`src/rtl/freq_meter_pkg.sv`:
```
// Shared types and constant helpers for the auto-ranging frequency meter.
package freq_meter_pkg;

    typedef enum logic [3:0] {
        S_IDLE,
        S_ARM,
        S_PERIOD,
        S_GATE,
        S_SCALE,
        S_RECIP,
        S_NORM,
        S_BCD,
        S_DONE
    } t_state;

    typedef enum logic [1:0] {
        e_mode_period = 2'd0,
        e_mode_gate   = 2'd1,
        e_mode_auto   = 2'd2
    } t_mode;

    // Encoding 3 is folded onto auto.
    function automatic t_mode decode_mode(input logic [1:0] m);
        case (m)
            2'd0:    return e_mode_period;
            2'd1:    return e_mode_gate;
            default: return e_mode_auto;
        endcase
    endfunction

    function automatic logic [63:0] pow10(input int unsigned n);
        logic [63:0] r;
        r = 64'd1;
        for (int unsigned i = 0; i < n; i++) begin
            r = r * 64'd10;
        end
        return r;
    endfunction

endpackage

```
`src/rtl/freq_meter_autorange_div.sv`:
```
// Restoring divider, one quotient bit per cycle; o_done pulses with the quotient valid.
module div_serial #(
    parameter int unsigned WIDTH = 32
) (
    input  logic             i_clk,
    input  logic             i_rst_n,
    input  logic             i_start,
    input  logic [WIDTH-1:0] i_dividend,
    input  logic [WIDTH-1:0] i_divisor,
    output logic             o_done,
    output logic [WIDTH-1:0] o_quotient
);

    localparam int unsigned CW = $clog2(WIDTH + 1);

    logic [WIDTH-1:0] rem_q;
    logic [WIDTH-1:0] quo_q;
    logic [WIDTH-1:0] dvs_q;
    logic [CW-1:0]    cnt_q;
    logic             busy_q;
    logic             done_q;

    logic [WIDTH:0]   rem_sh;
    logic [WIDTH-1:0] rem_sub;
    logic             fits;

    always_comb begin
        rem_sh  = {rem_q, quo_q[WIDTH-1]};
        fits    = (rem_sh >= {1'b0, dvs_q});
        rem_sub = rem_sh[WIDTH-1:0] - dvs_q;
    end

    always_ff @(posedge i_clk or negedge i_rst_n) begin
        if (!i_rst_n) begin
            rem_q  <= '0;
            quo_q  <= '0;
            dvs_q  <= '0;
            cnt_q  <= '0;
            busy_q <= 1'b0;
            done_q <= 1'b0;
        end else if (i_start) begin
            rem_q  <= '0;
            quo_q  <= i_dividend;
            dvs_q  <= i_divisor;
            cnt_q  <= CW'(WIDTH);
            busy_q <= 1'b1;
            done_q <= 1'b0;
        end else if (busy_q) begin
            rem_q  <= fits ? rem_sub : rem_sh[WIDTH-1:0];
            quo_q  <= {quo_q[WIDTH-2:0], fits};
            cnt_q  <= cnt_q - CW'(1);
            busy_q <= (cnt_q != CW'(1));
            done_q <= (cnt_q == CW'(1));
        end else begin
            done_q <= 1'b0;
        end
    end

    assign o_done     = done_q;
    assign o_quotient = quo_q;

endmodule

```
`src/rtl/freq_meter_autorange.sv`:
```
// Auto-ranging frequency meter: reciprocal or gated measurement, normalised to DIGITS BCD digits.
module freq_meter_autorange
    import freq_meter_pkg::*;
#(
    parameter int unsigned CLK_FREQ    = 100_000_000,
    parameter int unsigned DIGITS      = 4,
    parameter int unsigned AUTO_THRESH = 1000
) (
    input  logic                  i_clk,
    input  logic                  i_rst_n,
    input  logic                  i_start,
    input  logic [1:0]            i_mode,
    input  logic                  i_continuous,
    input  logic                  i_signal,
    output logic [4*DIGITS-1:0]   o_bcd,
    output logic [DIGITS-1:0]     o_dp,
    output logic                  o_overflow,
    output logic                  o_underflow,
    output logic                  o_ready,
    output logic                  o_done
);

    localparam int unsigned      DIV_W     = $clog2(64'(CLK_FREQ) * 64'd1000) + 1;
    localparam logic [63:0]      LIMIT     = pow10(DIGITS);
    localparam int unsigned      BIN_W     = $clog2(LIMIT);
    localparam int unsigned      CNT_W     = $clog2(BIN_W) + 1;
    localparam logic [DIV_W-1:0] RECIP_NUM = DIV_W'(64'(CLK_FREQ) * 64'd1000);

    logic [2:0] sync_q;
    logic       edge_q;

    t_state state_q, state_d;
    t_mode  mode_q, mode_d;
    logic [DIV_W-1:0]    p_q, p_d;
    logic [DIV_W-1:0]    x_q, x_d;
    logic [1:0]          e_q, e_d;
    logic                nrm_wait_q, nrm_wait_d;
    logic                uf_q, uf_d;
    logic                ovf_q, ovf_d;
    logic [BIN_W-1:0]    bin_q, bin_d;
    logic [4*DIGITS-1:0] bcd_q, bcd_d;
    logic [CNT_W-1:0]    bcnt_q, bcnt_d;
    logic [4*DIGITS-1:0] obcd_q, obcd_d;
    logic [DIGITS-1:0]   odp_q, odp_d;
    logic                oovf_q, oovf_d;
    logic                ouf_q, ouf_d;
    logic                odone_q, odone_d;

    logic                launch;
    t_mode               launch_mode;
    logic [4*DIGITS-1:0] dab;
    logic                div_start;
    logic [DIV_W-1:0]    div_dividend;
    logic [DIV_W-1:0]    div_divisor;
    logic                div_done;
    logic [DIV_W-1:0]    div_quot;

    div_serial #(.WIDTH(DIV_W)) u_div (
        .i_clk      (i_clk),
        .i_rst_n    (i_rst_n),
        .i_start    (div_start),
        .i_dividend (div_dividend),
        .i_divisor  (div_divisor),
        .o_done     (div_done),
        .o_quotient (div_quot)
    );

    // Two synchroniser flops, one history flop, and a registered edge strobe.
    always_ff @(posedge i_clk or negedge i_rst_n) begin
        if (!i_rst_n) begin
            sync_q <= '0;
            edge_q <= 1'b0;
        end else begin
            sync_q <= {sync_q[1:0], i_signal};
            edge_q <= sync_q[1] & ~sync_q[2];
        end
    end

    always_ff @(posedge i_clk or negedge i_rst_n) begin
        if (!i_rst_n) begin
            state_q    <= S_IDLE;
            mode_q     <= e_mode_period;
            p_q        <= '0;
            x_q        <= '0;
            e_q        <= '0;
            nrm_wait_q <= 1'b0;
            uf_q       <= 1'b0;
            ovf_q      <= 1'b0;
            bin_q      <= '0;
            bcd_q      <= '0;
            bcnt_q     <= '0;
            obcd_q     <= '0;
            odp_q      <= '0;
            oovf_q     <= 1'b0;
            ouf_q      <= 1'b0;
            odone_q    <= 1'b0;
        end else begin
            state_q    <= state_d;
            mode_q     <= mode_d;
            p_q        <= p_d;
            x_q        <= x_d;
            e_q        <= e_d;
            nrm_wait_q <= nrm_wait_d;
            uf_q       <= uf_d;
            ovf_q      <= ovf_d;
            bin_q      <= bin_d;
            bcd_q      <= bcd_d;
            bcnt_q     <= bcnt_d;
            obcd_q     <= obcd_d;
            odp_q      <= odp_d;
            oovf_q     <= oovf_d;
            ouf_q      <= ouf_d;
            odone_q    <= odone_d;
        end
    end

    always_comb begin
        state_d      = state_q;
        mode_d       = mode_q;
        p_d          = p_q;
        x_d          = x_q;
        e_d          = e_q;
        nrm_wait_d   = nrm_wait_q;
        uf_d         = uf_q;
        ovf_d        = ovf_q;
        bin_d        = bin_q;
        bcd_d        = bcd_q;
        bcnt_d       = bcnt_q;
        obcd_d       = obcd_q;
        odp_d        = odp_q;
        oovf_d       = oovf_q;
        ouf_d        = ouf_q;
        odone_d      = 1'b0;
        launch       = 1'b0;
        launch_mode  = mode_q;
        dab          = bcd_q;
        div_start    = 1'b0;
        div_dividend = x_q;
        div_divisor  = DIV_W'(10);

        case (state_q)
            S_IDLE: begin
                if (i_start) begin
                    launch      = 1'b1;
                    launch_mode = decode_mode(i_mode);
                    mode_d      = launch_mode;
                end
            end
            S_ARM: begin
                if (edge_q) begin
                    state_d = S_PERIOD;
                    p_d     = DIV_W'(1);
                end else if (p_q == DIV_W'(CLK_FREQ - 1)) begin
                    uf_d    = 1'b1;
                    state_d = S_DONE;
                end else begin
                    p_d = p_q + DIV_W'(1);
                end
            end
            S_PERIOD: begin
                if (p_q == DIV_W'(CLK_FREQ)) begin
                    uf_d    = 1'b1;
                    state_d = S_DONE;
                end else if (edge_q) begin
                    if (mode_q == e_mode_auto && p_q < DIV_W'(AUTO_THRESH)) begin
                        state_d = S_GATE;
                        p_d     = DIV_W'(1);
                        x_d     = '0;
                    end else begin
                        div_start    = 1'b1;
                        div_dividend = RECIP_NUM;
                        div_divisor  = p_q;
                        state_d      = S_RECIP;
                    end
                end else begin
                    p_d = p_q + DIV_W'(1);
                end
            end
            S_GATE: begin
                x_d = x_q + DIV_W'(edge_q);
                if (p_q == DIV_W'(CLK_FREQ)) begin
                    state_d = S_SCALE;
                end else begin
                    p_d = p_q + DIV_W'(1);
                end
            end
            S_SCALE: begin
                x_d        = (x_q << 10) - (x_q << 4) - (x_q << 3);
                e_d        = 2'd3;
                nrm_wait_d = 1'b0;
                state_d    = S_NORM;
            end
            S_RECIP: begin
                if (div_done) begin
                    x_d        = div_quot;
                    e_d        = 2'd3;
                    nrm_wait_d = 1'b0;
                    state_d    = S_NORM;
                end
            end
            S_NORM: begin
                // Alternates between a range check and a shared-divider /10 step.
                if (nrm_wait_q) begin
                    if (div_done) begin
                        x_d        = div_quot;
                        e_d        = e_q - 2'd1;
                        nrm_wait_d = 1'b0;
                    end
                end else if (64'(x_q) >= LIMIT) begin
                    if (e_q == 2'd0) begin
                        ovf_d   = 1'b1;
                        state_d = S_DONE;
                    end else begin
                        div_start  = 1'b1;
                        nrm_wait_d = 1'b1;
                    end
                end else begin
                    bin_d   = BIN_W'(x_q);
                    bcd_d   = '0;
                    bcnt_d  = '0;
                    state_d = S_BCD;
                end
            end
            S_BCD: begin
                for (int unsigned i = 0; i < DIGITS; i++) begin
                    if (dab[4*i +: 4] >= 4'd5) begin
                        dab[4*i +: 4] = dab[4*i +: 4] + 4'd3;
                    end
                end
                bcd_d  = {dab[4*DIGITS-2:0], bin_q[BIN_W-1]};
                bin_d  = bin_q << 1;
                bcnt_d = bcnt_q + CNT_W'(1);
                if (bcnt_q == CNT_W'(BIN_W - 1)) begin
                    state_d = S_DONE;
                end
            end
            S_DONE: begin
                odone_d = 1'b1;
                oovf_d  = ovf_q;
                ouf_d   = uf_q;
                if (uf_q) begin
                    obcd_d = '0;
                    odp_d  = '0;
                end else if (ovf_q) begin
                    obcd_d = {DIGITS{4'h9}};
                    odp_d  = '0;
                end else begin
                    obcd_d = bcd_q;
                    odp_d  = (e_q != 2'd0) ? (DIGITS'(1) << e_q) : '0;
                end
                if (i_continuous) begin
                    launch = 1'b1;
                end else begin
                    state_d = S_IDLE;
                end
            end
            default: state_d = S_IDLE;
        endcase

        if (launch) begin
            uf_d  = 1'b0;
            ovf_d = 1'b0;
            if (launch_mode == e_mode_gate) begin
                state_d = S_GATE;
                p_d     = DIV_W'(1);
                x_d     = '0;
            end else begin
                state_d = S_ARM;
                p_d     = '0;
            end
        end
    end

    assign o_bcd       = obcd_q;
    assign o_dp        = odp_q;
    assign o_overflow  = oovf_q;
    assign o_underflow = ouf_q;
    assign o_done      = odone_q;
    assign o_ready     = (state_q == S_IDLE);

endmodule

```
`config.mk`:
```
export PLATFORM = sky130hd
export DESIGN_NAME = freq_meter_autorange
export DESIGN_NICKNAME = d
export VERILOG_FILES = /design/src/rtl/freq_meter_pkg.sv /design/src/rtl/freq_meter_autorange_div.sv /design/src/rtl/freq_meter_autorange.sv
export SDC_FILE = /design/constraint.sdc
export NUM_CORES = 1
export LEC_CHECK = 0
export ABC_AREA = 1
export ABC_CLOCK_PERIOD_IN_PS = 2550
export CAP_MARGIN = 5
export CORE_MARGIN = 1
export CORE_UTILIZATION = 59
export CTS_CLUSTER_SIZE = 20
export DETAILED_ROUTE_END_ITERATION = 8
export MAX_ROUTING_LAYER = met4
export PLACE_DENSITY = 0.79
export SLEW_MARGIN = 20
export SYNTH_ARGS = -nofsm -noshare
export SYNTH_HDL_FRONTEND = slang
export SYNTH_SLANG_ARGS = --single-unit
```
`constraint.sdc`:
```
create_clock -name i_clk -period 2.55 [get_ports i_clk]
set_input_delay 0.51 -clock i_clk [delete_from_list [all_inputs] [get_ports i_clk]]
set_output_delay 0.51 -clock i_clk [all_outputs]
set_load 0.01 [all_outputs]
```
# == Yosys cells after proc, flatten, opt, wreduce, memory -nomap -nowiden ==
# Cells that the tools add are included.
# op_classes
n_div,0
shifts,1
n_bitwise,2
n_lt_le_gt_ge,7
mux,101
add_sub_neg,12
n_reduce_logical,20
mul,0
eq_ne,38
# ops
cell,count
38-bit 2-to-1 mux,27
38-bit case mux with 5 select lines,1
38-bit case mux with 3 select lines,1
38-bit subtractor,3
"38-bit by 27-bit == test with 1-bit output, second input constant",2
4-bit 2-to-1 mux,18
16-bit 2-to-1 mux,4
39-bit by 38-bit greater-or-equal comparator with 1-bit output,1
38-bit by 1-bit adder with 38-bit output,1
"38-bit by 1-bit adder with 38-bit output, second input constant",1
"38-bit by 14-bit greater-or-equal comparator with 1-bit output, second input constant",1
"38-bit by 10-bit less-than comparator with 1-bit output, second input constant",1
4-bit case mux with 9 select lines,1
16-bit case mux with 2 select lines,1
14-bit 2-to-1 mux,2
14-bit case mux with 2 select lines,1
"3-bit inequality test, second input constant",9
1-bit 2-to-1 mux,26
"4-bit inequality test, second input constant",5
"4-bit by 3-bit == test with 1-bit output, second input constant",4
"4-bit by 3-bit greater-or-equal comparator with 1-bit output, second input constant",4
"4-bit by 2-bit adder with 4-bit output, second input constant",3
2-bit 2-to-1 mux,6
6-bit 2-to-1 mux,2
other kinds (36),56
# totals
latch_bits,0
romBits,0
elab_cells,205
output_inout_bits,24
regBits,271
memories,0
mem_bits_rw,0
input_bits,7

# == Longest topological paths before layout ==
# depth
depth_word,8
ltp_mapped,18
mapped_depth_nobuf,17

# == Cells and area by module ==
# Synthesis repeated with hierarchy kept, for this count alone.
# hier_totals
hier_cells,3593
area_unflattened_um2,23229.8
# modules_own_cells
module,cells_per_inst,area_per_inst_um2,n_inst
freq_meter_autorange,2368,14931.8,1
div_serial,1225,8298.0,1

# == Worst setup path before layout ==
# No wires, ideal clock.
# synth_timing
path_type,reg2reg
startpoint,reg x_q[0]
endpoint,reg x_q[24]
path_slack_ps,-154
path_stages_with_launch,16
required_time_ps,2429
arrival_time_ps,2583
setup_time_ps,121
path_cell_list,dfrtp_1 > clkbuf_1 > inv_1 > fa_1 > inv_1 > ha_1 > nand2_1 > inv_1 > a21oi_1 > nor2_1 > o21ai_0 > nand3b_1 > nor2_1 > nor2_1 > nor2_1 > nor2_1
# synth_between
elab_chain_cells,5
word_cells_on_any_way,6
# synth_rtl
element,line,rtl
start: declaration,freq_meter_autorange.sv:35,"logic [DIV_W-1:0] x_q, x_d;"
start signal: assignment,freq_meter_autorange.sv:84,x_q <= '0;
start signal: assignment,freq_meter_autorange.sv:101,x_q <= x_d;
38-bit subtractor (2 in series),freq_meter_autorange.sv:188,x_d = (x_q << 10) - (x_q << 4) - (x_q << 3);
38-bit case mux with 5 select lines *,freq_meter_autorange.sv:141,case (state_q)
38-bit 2-to-1 mux,freq_meter_autorange.sv:263,if (launch_mode == e_mode_gate) begin
38-bit 2-to-1 mux *,freq_meter_autorange.sv:260,if (launch) begin
via x_d[24],freq_meter_autorange.sv:35,
# Mark *: on every way through the listed nets, which the timed path passes. The rest lies on a longest branch.
# A chain may end at the register's enable or synchronous reset.

# == Worst setup path in the final report ==
# layout_timing
startpoint,reg x_q[7]
endpoint,reg x_q[18]
# Same word-level chain as after synthesis.

==> flow_summary.json <==
{
  "diodes": 0,
  "antenna_left": 0,
  "status": "finished, violations left",
  "num-fill-cells": 2832,
  "vias_per_cell": 6.00,
  "hold_class": "reg2reg",
  "route.detailed.drc": 0,
  "syn-mean-instance-area_um2": 6.50,
  "finalSetupViolations": 61,
  "drt-total-wl_mm": 85.1,
  "seq_area_frac_synth_pct": 29.5,
  "async_flop_share_pct": 100,
  "worstPathCellList": "buf_4, fa_1, ha_4, a21oi_4, o21ai_1, nor2_1, nand2_2, o21ai_1, nand3_1, nand3_1, nand2_1, inv_1",
  "grt_pass1_vias": 24584,
  "first_iter_violations": 2783,
  "finalHoldViolCount": 0,
  "clk_pin_slew_ns": 0.06,
  "htreeDepth": 2,
  "min_period_over_period_pct": 106,
  "synth_area_leaders": "dfrtp_1 30%, nand2_1 18%, ha_1 8.3%",
  "cts_tree": "done",
  "drive_gt1_share_pct": 17.8,
  "layout_common_cells": "1056 x nand2_1, 425 x inv_1, 293 x nand3_1",
  "syn2layout_area_growth_pct": 25.5,
  "first_pass_iters": 8,
  "slowest_delay_ns": 0.55,
  "clock_latency_ns": 0.57,
  "yosys.area.top_type": "dfrtp_1",
  "synth.distinct_cells": 51,
  "fin_nets": 3967,
  "clkSinkCount": 270,
  "dp_hpwl_mm": 60.7,
  "drv_slew": 0,
  "final_util_pct": 75.7,
  "worstMarginPinSlew_ns": 0.938,
  "syn_inst": 3520,
  "ctsRootBufferMaster": "clkbuf_16",
  "start_kind": "flip-flop",
  "crit_fanout": 4,
  "violations": "setup timing",
  "synth_top_area_share_pct": 29.5,
  "mostFrequentLayoutCell": "nand2_1",
  "core_um2": 37900,
  "syn-num-nets": 3706,
  "synthesis.area_um2": 22900,
  "clock_path_buffers": 3,
  "grt_max_degree": 65,
  "slew_headroom_pct": 37.3,
  "wl_per_cell_um": 19.7,
  "setup_ws_ns": -0.159,
  "start_util_pct": 60.3,
  "yosysWarnings": 0,
  "dieArea_um2": 39600,
  "min_period_ns": 2.71,
  "pin_count": 31,
  "skew_ns": 0.0229,
  "synth_edf_count": 0,
  "criticalPathCategory": "reg2reg",
  "cp_slowest_cell": "fa_1",
  "track_usage_pct": 42.7,
  "overflow": 0,
  "vias": 25890,
  "grt_antenna_before_repair": 0,
  "place_congestion": 1.09,
  "fmax_mhz": 369,
  "timing.critical_path.arrival_ns": 3.21,
  "hold-worst-slack_ns": 0.365,
  "ys_ff_latch": 270,
  "synth_ff_type": "dfrtp_1",
  "die_h_um": 199,
  "rsz0062_at_grt": "yes",
  "fp-row-count": 71,
  "critPathCaptureType": "flip-flop",
  "numCtsBuffers": 34,
  "timing.max_cap.violations": 0,
  "grt_pass1_wl_mm": 128,
  "io_buffers": 29,
  "cp.required_ns": 3.06,
  "die_w_um": 199
}
## kinds of logic (layout without fill, tap and decap cells)
family	Yosys count	after routing	share of synthesized area (%)
AO/OA/AOI/OAI	478	478	11.5
flip-flops	270	270	29.5
buffers and inverters	580	865	10.1
adder cells (fa/ha/maj)	179	179	10.7
other	1	1	0.0164
AND/OR/NAND/NOR	1945	1945	35.6
XOR/XNOR	67	67	2.56
## stage by stage
stage / instances / worst slack [ns] / setup TNS (ns) / area (um2)
final: 4316 / -0.159 / -4.04 / 28700
after global routing: 4316 / -0.288 / -9.62 / 28700
after CTS: 4296 / -0.0619 / -0.467 / 27500
after detailed placement: 4226 / -0.312 / -19.23 / 25600
after global placement: 4226 / -0.268 / -8.94 / 25600
after floorplan: 3520 / 0.0113 / 0 / 22900
## final timing paths
check | start | endpoint | slack, ns | depth (start not counted)
worst max register to register | x_q[7] | x_q[18] | -0.16 | 12
worst max-delay path | x_q[7] | x_q[18] | -0.16 | 12
min in group asynchronous | i_rst_n | o_bcd[0] | 0.47 | 2
worst min-delay path | sync_q[0] | sync_q[1] | 0.36 | 0
worst min register to register | sync_q[0] | sync_q[1] | 0.36 | 0
max in group asynchronous | i_rst_n | u_div.o_done | 1.28 | 3
## per-layer routing
layer / routed length, um / global-route usage (%) / vias to the layer above
met3: 7510 / 5.54 / 393
met2: 39300 / 67.6 / 1583
met4: 6330 / 27.5 / 0
met5: 0 / - / -
li1: - / - / 11857
met1: 32000 / 51.3 / 12057
## repair_timing
item / CTS / global route
resized for setup: 153 / 232
cloned: 1 / 6
setup buffers: 8 / 17
pin swaps: 23 / 67
hold endpoints to repair: 56 / 0
hold buffers: 1 / 0
endpoints found under the setup margin: 184 / 182
## cell type report
type,count,area (um2),share of cell area [%]
repair buffers,339,3070,10.7
flip-flops and latches,270,6770,23.6
multi-input cells,2670,15200,53.1
clock inverters,21,322,1.12
clock buffers,39,910,3.17
well taps,511,639,2.23
inverters,466,1770,6.17
## synthesized netlist by cell type (2+ instances only)
master and n:
nor2_1 338, fa_1 28, and3_1 4, inv_1 461, buf_2 42, nand2_1 1120, o211ai_1 3, a31oi_1 12
o31ai_1 5, buf_4 8, o21ai_0 200, buf_6 6, a21boi_0 4, nand4_1 75, inv_2 3, a211oi_1 3
a22oi_1 18, dfrtp_1 270, nand3b_1 18, clkinv_1 2, nor2_2 6, o21a_1 13, o21ai_2 2, xnor2_1 17
nand4_2 2, o22ai_1 32, nand3_2 3, or2_2 9, o21bai_1 16, nor3_1 53, clkbuf_1 56, a21o_1 4
xor2_1 50, nor2_4 2, o21ai_1 7, a21oi_1 156, nand3_1 305, nor4_1 4, ha_1 151
## worst max-delay path, delay by kind of cell, from the launching register on
kind	cells	cell delay, ns
fa+ha+maj	2	0.79
simple gates	5	0.69
compound gates	3	0.52
flops	1	0.42
buf+inv	2	0.23
## sequential cells by signal (all words and copies together), names as in the netlist, 14 cells and up
register	count
p_q	38
u_div.dvs_q	38
u_div.o_quotient	38
u_div.rem_q	38
x_q	38
bcd_q	16
o_bcd	16
bin_q	14
Power is not shown: default switching activity piles up to over one toggle a cycle in this logic, so the estimate is an artifact.
